**src/rtl/wb_fifo_write_arbiter.sv**
```systemverilog
// Round-robin arbiter sharing one wishbone FIFO push port among NUM_REQ pipelined
// wishbone controllers; a grant lasts one bus cycle, capped at MAX_BURST accepted beats.
module wb_fifo_write_arbiter #(
  parameter int NUM_REQ         = 4,
  parameter int DATA_WIDTH      = 8,
  parameter int MAX_BURST       = 8,
  parameter int MAX_OUTSTANDING = 4
) (
  input  logic                          clk_i,
  input  logic                          rst_ni,
  input  logic [NUM_REQ-1:0]            req_cyc_i,
  input  logic [NUM_REQ-1:0]            req_stb_i,
  input  logic [NUM_REQ*DATA_WIDTH-1:0] req_dat_i,
  output logic [NUM_REQ-1:0]            req_stall_o,
  output logic [NUM_REQ-1:0]            req_ack_o,
  output logic                          dev_cyc_o,
  output logic                          dev_stb_o,
  output logic [DATA_WIDTH-1:0]         dev_dat_o,
  input  logic                          dev_stall_i,
  input  logic                          dev_ack_i,
  output logic [NUM_REQ-1:0]            grant_o,
  output logic                          err_o
);
  localparam int IW = (NUM_REQ > 1) ? $clog2(NUM_REQ) : 1;
  localparam int OW = $clog2(MAX_OUTSTANDING + 1);
  localparam int BW = $clog2(MAX_BURST + 1);

  typedef enum logic [1:0] {IDLE, BUSY, RELEASE} state_t;

  state_t                r_state, w_state_nxt;
  logic [NUM_REQ-1:0]    r_grant, w_grant_nxt;
  logic [IW-1:0]         r_last, w_last_nxt;
  logic [OW-1:0]         r_out, w_out_nxt;
  logic [BW-1:0]         r_beats, w_beats_nxt;
  logic                  r_err, w_err_nxt;

  logic [DATA_WIDTH-1:0] w_dat [NUM_REQ];
  logic [IW-1:0]         w_pick;
  logic                  w_hold;
  logic                  w_stb;
  logic                  w_accept;
  logic                  w_ack_ok;

  // First requester with cyc high, searching from last+1 with wrap-around.
  function automatic logic [IW-1:0] f_pick(input logic [NUM_REQ-1:0] cyc,
                                           input logic [IW-1:0]      last);
    logic [IW-1:0] win;
    logic          found;
    int            idx;
    win   = last;
    found = 1'b0;
    for (int i = 1; i <= NUM_REQ; i++) begin
      idx = (int'(last) + i) % NUM_REQ;
      if (!found && cyc[IW'(idx)]) begin
        found = 1'b1;
        win   = IW'(idx);
      end
    end
    return win;
  endfunction

  always_comb begin
    for (int k = 0; k < NUM_REQ; k++) begin
      w_dat[k] = req_dat_i[k*DATA_WIDTH +: DATA_WIDTH];
    end
  end

  assign w_pick = f_pick(req_cyc_i, r_last);

  always_comb begin
    w_hold      = (r_out == OW'(MAX_OUTSTANDING));
    w_stb       = 1'b0;
    dev_cyc_o   = 1'b0;
    dev_stb_o   = 1'b0;
    dev_dat_o   = '0;
    req_stall_o = '1;
    req_ack_o   = '0;
    w_ack_ok    = dev_ack_i && (r_state != IDLE) && (r_out != '0);
    w_state_nxt = r_state;
    w_grant_nxt = r_grant;
    w_last_nxt  = r_last;
    w_beats_nxt = r_beats;
    // An ack with nothing outstanding (or while idle) is dropped and flagged.
    w_err_nxt   = r_err || (dev_ack_i && !w_ack_ok);

    case (r_state)
      BUSY: begin
        w_stb                = req_stb_i[r_last] && !w_hold;
        dev_cyc_o            = req_cyc_i[r_last];
        dev_stb_o            = w_stb;
        dev_dat_o            = w_dat[r_last];
        req_stall_o[r_last]  = dev_stall_i || w_hold;
        req_ack_o[r_last]    = w_ack_ok;
      end
      RELEASE: begin
        dev_cyc_o            = 1'b1;
        req_ack_o[r_last]    = w_ack_ok;
      end
      default: ;
    endcase

    w_accept  = w_stb && !dev_stall_i;
    w_out_nxt = r_out + OW'(w_accept) - OW'(w_ack_ok);

    case (r_state)
      IDLE: begin
        if (|req_cyc_i) begin
          w_state_nxt         = BUSY;
          w_last_nxt          = w_pick;
          w_grant_nxt         = '0;
          w_grant_nxt[w_pick] = 1'b1;
        end
      end
      BUSY: begin
        if (w_accept) w_beats_nxt = r_beats + BW'(1);
        if (!req_cyc_i[r_last])
          w_state_nxt = (w_out_nxt == '0) ? IDLE : RELEASE;
        else if (w_accept && (w_beats_nxt == BW'(MAX_BURST)))
          w_state_nxt = RELEASE;
      end
      RELEASE: begin
        if (w_out_nxt == '0) w_state_nxt = IDLE;
      end
      default: w_state_nxt = IDLE;
    endcase

    if (w_state_nxt == IDLE) begin
      w_grant_nxt = '0;
      w_beats_nxt = '0;
    end
  end

  always_ff @(posedge clk_i or negedge rst_ni) begin
    if (!rst_ni) begin
      r_state <= IDLE;
      r_grant <= '0;
      r_last  <= IW'(NUM_REQ - 1);
      r_out   <= '0;
      r_beats <= '0;
      r_err   <= 1'b0;
    end else begin
      r_state <= w_state_nxt;
      r_grant <= w_grant_nxt;
      r_last  <= w_last_nxt;
      r_out   <= w_out_nxt;
      r_beats <= w_beats_nxt;
      r_err   <= w_err_nxt;
    end
  end

  assign grant_o = r_grant;
  assign err_o   = r_err;

endmodule

```
**config.mk**
```make
export PLATFORM = sky130hd
export DESIGN_NAME = wb_fifo_write_arbiter
export DESIGN_NICKNAME = d
export VERILOG_FILES = /design/src/rtl/wb_fifo_write_arbiter.sv
export SDC_FILE = /design/constraint.sdc
export NUM_CORES = 1
export LEC_CHECK = 0
export CAP_MARGIN = 20
export CORE_MARGIN = 5
export CORE_UTILIZATION = 66
export CTS_BUF_LIST = sky130_fd_sc_hd__clkbuf_8
export CTS_CLUSTER_DIAMETER = 60
export DETAILED_ROUTE_END_ITERATION = 12
export DONT_BUFFER_PORTS = 1
export PLACE_DENSITY = 0.82
export SLEW_MARGIN = 5
export SYNTH_ARGS = -nofsm -noshare
export SYNTH_HDL_FRONTEND = slang
export SYNTH_SLANG_ARGS = --single-unit
```
**constraint.sdc**
```tcl
create_clock -name clk_i -period 3.5 [get_ports clk_i]
set_input_delay 0.525 -clock clk_i [delete_from_list [all_inputs] [get_ports clk_i]]
set_output_delay 0.525 -clock clk_i [all_outputs]
set_load 0.05 [all_outputs]
```
* Word-level counts from Yosys, hierarchy flattened
Cells that the tools add are included.
Cells by class: div/mod/pow operators 0, multiplexer cells 48, reduce and logical (&&, ||, !) cells 31, eq/ne operators 4, $mul 0, bitwise operators 4, shift operators 0, $lt $le $gt $ge 9, add/sub/neg operators 7
Operators with widths (count):
- 4-bit two-way mux | 9
- 8-bit two-way mux | 3
- 2-bit two-way mux | 9
- 8-bit binary-select mux with 2-bit select | 1
- 2-bit by 4-bit < comparator with 1-bit output (second input constant) | 4
- 1-bit two-way mux | 16
- 1-bit binary-select mux with 2-bit select | 6
- 1-bit logical AND | 11
- 2-bit nonzero test | 4
- 1-bit zero test | 6
- 2-bit by 3-bit < comparator with 1-bit output (second input constant) | 2
- 2-bit case mux with 3 select lines | 1
- 2-bit by 1-bit adder with 2-bit output (second input constant) | 2
- 2-bit adder (second input constant) | 2
- 4-bit by 1-bit adder with 4-bit output (second input constant) | 1
- 4-bit AND | 1
- 1-bit demux with 2-bit select | 2
- 4-bit equality test (second input constant) | 1
- 2-bit by 1-bit >= comparator with 1-bit output (second input constant) | 2
- 2-bit zero test | 2
- 4-bit inverter | 1
- 4-bit bitwise OR | 1
- 2-bit AND reduction | 2
- 4-bit OR reduction | 1
- 12 further kinds | 13
Word-level totals: bits in read-only memories 0, bits in writable memories 0, bits of input ports 44, register bits 16, output and inout bits 23, latch bits 0, memories kept 0

* Longest topological paths before layout
depth after elaboration 21, gate-level depth with buffers 12

* Worst setup path before layout
No wires, ideal clock.
kind register to register, start register r_last[0], end register r_beats[0], library setup time 119 ps, arrival time 3094 ps, cell stages (with the launch flop) 11, path slack 286 ps, path through dfstp_2 mux4_2 nand4b_4 xnor2_1 ha_1 fa_1 xnor3_1 or3_1 a311oi_1 o41a_4 nor2_1
On the way: elaborated cells on any way between the ends 23
RTL lines:
- start: declaration | RTL line 32 | logic [IW-1:0] r_last, w_last_nxt;
- start signal: assignment | RTL line 137 | r_last <= IW'(NUM_REQ - 1);
- start signal: assignment | RTL line 144 | r_last <= w_last_nxt;
- 1-bit binary-select mux with 2-bit select (*) | RTL line 88 | w_stb = req_stb_i[r_last] && !w_hold;
- 1-bit two-way mux (not written as such) (*) | RTL line 88
- 1-bit logical AND (*) | RTL line 88
- 1-bit two-way mux (*) | RTL line 86 | case (r_state)
- 1-bit logical AND (*) | RTL line 102 | w_accept = w_stb && !dev_stall_i;
- 3-bit by 1-bit adder with 3-bit output (*) | RTL line 103 | w_out_nxt = r_out + OW'(w_accept) - OW'(w_ack_ok);
- 3-bit by 1-bit subtractor with 3-bit output (*) | RTL line 103
- named net w_out_nxt[2] | RTL line 33 | logic [OW-1:0] r_out, w_out_nxt;
- 3-bit zero test (*) | RTL line 117, 122
- 2-bit two-way mux | RTL line 117 | w_state_nxt = (w_out_nxt == '0) ? IDLE : RELEASE;
- 2-bit two-way mux | RTL line 116 | if (!req_cyc_i[r_last])
- 2-bit case mux with 3 select lines (*) | RTL line 105 | case (r_state)
- 2-bit zero test (*) | RTL line 127 | if (w_state_nxt == IDLE) begin
- 4-bit two-way mux / 2-bit nonzero test (equally long branches)
- end signal: assignment | RTL line 146 | r_beats <= w_beats_nxt;
- end: declaration | RTL line 34 | logic [BW-1:0] r_beats, w_beats_nxt;
The timed path passes the listed nets; every way through them passes the cells marked *. The select of a mux whose other input is x is not followed. A chain may end at the register's enable or synchronous reset.

* Worst setup path in the final report
start register r_last[0], end register r_beats[2]
Same word-level chain as after synthesis.

==> flow_metrics.env <==
export IMPL_status="finished clean"
export IMPL_syn_cell_area_sq_mm=0.00158
export IMPL_die_w_microns=58.9
export IMPL_crit_fanout=8
export IMPL_synth_avg_cell_area_sq_um=10.2
export IMPL_wl_per_cell_microns=21.4
export IMPL_die_h_microns=58.9
export IMPL_crit_arrival_ps=3410
export IMPL_setup_viol=0
export IMPL_remaining_drc_errors=0
export IMPL_period_needed_ps=3280
export IMPL_finalCritPeriodShare_pct=93.6
export IMPL_critical_path_endpoint_type="register"
export IMPL_cts_max_level=1
export IMPL_syn_num_nets=210
export IMPL_final_util_pct=74.4
export IMPL_cts_tree="built"
export IMPL_antenna_left=0
export IMPL_slew_headroom_pct=56.5
export IMPL_cp_slowest_cell="mux4_2"
export IMPL_drt_initial_drc_count=63
export IMPL_firstDrtPassIters=4
export IMPL_grtUsageTotal_pct=24.3
export IMPL_port_buffers=0
export IMPL_worstHoldPathType="input port to async pin"
export IMPL_drv_cap=0
export IMPL_clock_root_buffer="clkbuf_8"
export IMPL_max_slew_worst_pin_slew_ps=651
export IMPL_clock_sinks=16
export IMPL_coreArea_sq_mm=0.00225
export IMPL_ys_types=39
export IMPL_yosys_warnings=0
export IMPL_path_clk_slew_ps=60
export IMPL_cp_start_kind="register"
export IMPL_max_freq_mhz=305
export IMPL_gp_congestion=0.804
export IMPL_rsz0062_at_grt="false"
export IMPL_critical_path_class="register to register"
export IMPL_synth_cells=155
export IMPL_required_ps=3640
export IMPL_initial_utilization_pct=69.9
export IMPL_clock_skew_final_ps=7.42
export IMPL_layout_nets=214
export IMPL_std_cell_rows=17
export IMPL_antenna_found_initial=0
export IMPL_area_growth_pct=6.35
export IMPL_drive_above_1_share_pct=19.6
export IMPL_finalNonFillerCells=186
export IMPL_maxSlewViolCount=0
export IMPL_pin_count=67
export IMPL_cts_made_buffers=3
export IMPL_dp_hpwl_microns=3190
export IMPL_hold_viol=0
export IMPL_power_leakage_nw=0.703
export IMPL_grt_ovfl_total=0
export IMPL_die_area_sq_mm=0.00347
export IMPL_num_antenna_cells=0
export IMPL_routed_wl_microns=3970
export IMPL_cts_resized=0
export IMPL_fin_tns_setup_ps=0
export IMPL_clk_path_buf_depth=2
export IMPL_vdd_ir_drop_worst_v=0.000832
export IMPL_grt_pass1_wl_microns=6240
export IMPL_pwr_density_cell_mw_per_mm2=1060
export IMPL_clock_latency_ps=250
export IMPL_placed_cells=181
export IMPL_crit_chain="mux4_2 > nand4b_4 > xnor2_1 > ha_1 > fa_1 > xnor3_1 > or3_1 > a21oi_1 > a221o_1 > o41a_4 > nor2_1"
export IMPL_via_count=1275
export IMPL_ys_ff_latch=16
export IMPL_ys_seq_area_share_pct=25.6
export IMPL_grt_max_degree=24
export IMPL_grt_pass1_vias=1243
export IMPL_post_cts_setup_buffers=0
export IMPL_via_per_inst=6.85
export IMPL_critPathMaxStageDelay_ps=550
-- worst paths after layout --
kind | from | end | slack (ps) | depth (start not counted)
max | r_last[0]$_DFFE_PN1P_ | r_beats[2]$_DFFE_PN0P_ | 220 | 11
min | rst_ni | r_last[1]$_DFFE_PN1P_ | 120 | 0
max reg2reg | r_last[0]$_DFFE_PN1P_ | r_beats[2]$_DFFE_PN0P_ | 220 | 11
min reg2reg | r_beats[3]$_DFFE_PN0P_ | r_beats[3]$_DFFE_PN0P_ | 580 | 2
max in group asynchronous | rst_ni | r_beats[2]$_DFFE_PN0P_ | 2340 | 1
min in group clk_i | dev_ack_i | err_o$_DFF_PN0_ | 420 | 2
-- cells in the final DEF, fill, tap and decap left out, types with 4 or more instances in the layout --
master   synthesis  final
mux4_2          11     11
a21oi_2          4      4
o21ai_0          5      5
inv_1            6      7
dfrtp_1         14     14
xnor2_1          6      6
ha_1            10     10
nand2_1         16     16
and3_1           7      7
a21oi_1          6      6
buf_4            0      6
nor2_1          16     16
and2_1           8      8
-- metal layers --
metal  vias to the layer above  global-route usage (%)  wire length, microns  part of all wire (%)
li1                        579                       -                     -                     -
met5                         -                       0                     0                     0
met1                       608                    27.7                  1410                    36
met3                         8                    6.58                   436                    11
met2                        80                    42.7                  2030                    51
met4                         0                    9.71                    89                   2.2
-- sequential cells by signal, summed over array words and instances (netlist names) --
signal   count
err_o        1
r_state      2
r_beats      4
r_last       2
r_out        3
grant_o      4
-- synthesized netlist by cell type --
cell type,count,area share [%]
or3_1,1,0.40
dfstp_2,2,3.3
a221o_1,1,0.63
mux2i_1,3,1.9
o41a_4,1,1.3
a211o_1,2,1.1
a2111oi_4,1,1.7
a21oi_2,4,2.2
or3b_2,1,0.56
and3b_1,1,0.56
nor4_1,2,0.79
nand4b_1,3,1.7
ha_1,10,7.9
mux4_1,2,3.3
nor3_1,3,0.95
o221ai_1,2,1.1
buf_2,4,1.3
nand4b_4,1,1.5
and3_1,7,2.8
a21oi_1,6,1.9
nor3b_1,1,0.48
xnor3_1,1,1.4
buf_1,1,0.24
nor2_1,16,3.8
o21ai_0,5,1.6
fa_1,1,1.3
nor2b_1,2,0.79
a311oi_1,1,0.56
nand2b_1,3,1.2
nand2_1,16,3.8
inv_1,6,1.4
dfrtp_1,14,22
nand3_1,1,0.32
and2_1,8,3.2
clkbuf_1,3,0.71
mux4_2,11,16
a211oi_1,1,0.48
xnor2_1,6,3.3
or2_2,1,0.40
-- repair_timing --
| action | in CTS | in global routing |
|---|---|---|
| hold endpoints to repair | 14 | 0 |
| setup endpoints to repair | 0 | 0 |
| hold buffers | 1 | 0 |
-- stage by stage --
step / hold WS, ps / total power [mW] / setup WS, ps / instance area (sq um)
4_1_cts: 111 / 1.78 / 237 / 1680
3_5_place_dp: 230 / 1.63 / 240 / 1620
6_report: 115 / 1.78 / 224 / 1680
3_3_place_gp: 230 / 1.57 / 342 / 1620
2_1_floorplan: 229 / 1.42 / 286 / 1580
5_1_grt: 105 / 1.91 / 66.4 / 1680
-- where the power goes --
group	internal [mW]	switching, mW
combinational	0.500	0.818
sequential	0.250	0.0655
clock	0.0778	0.0647
total	0.828	0.948
-- cell families (layout without fill, tap and decap cells) --
kind of cell             after synthesis  after routing  synth area share, %
XOR/XNOR                               7              7                 4.76
AND/OR/NAND/NOR                       67             67                 23.2
buffers and inverters                 14             17                 3.65
AO/OA/AOI/OAI                         24             24                 12.7
adder cells (fa/ha/maj)               11             11                 9.21
flip-flops                            16             16                 25.6
multiplexers                          16             16                 21.0
-- cell type report --
cell class / count / area, sq um
inverters: 6 / 22.5
fillers: 169 / 578
multi-input cells: 125 / 1120
clock inverters: 1 / 3.75
flip-flops and latches: 16 / 403
clock buffers: 3 / 41.3
repair buffers: 7 / 55.1
well taps: 28 / 35.0
-- critical path: cells and delay by family (launching register included) --
kind	cells	cell delay [ps]
fa+ha+maj	2	560
mux	1	550
flops	1	540
simple gates	3	550
xor+xnor	2	290
compound gates	3	680
Note: power is estimated with default switching activity, not from simulation.
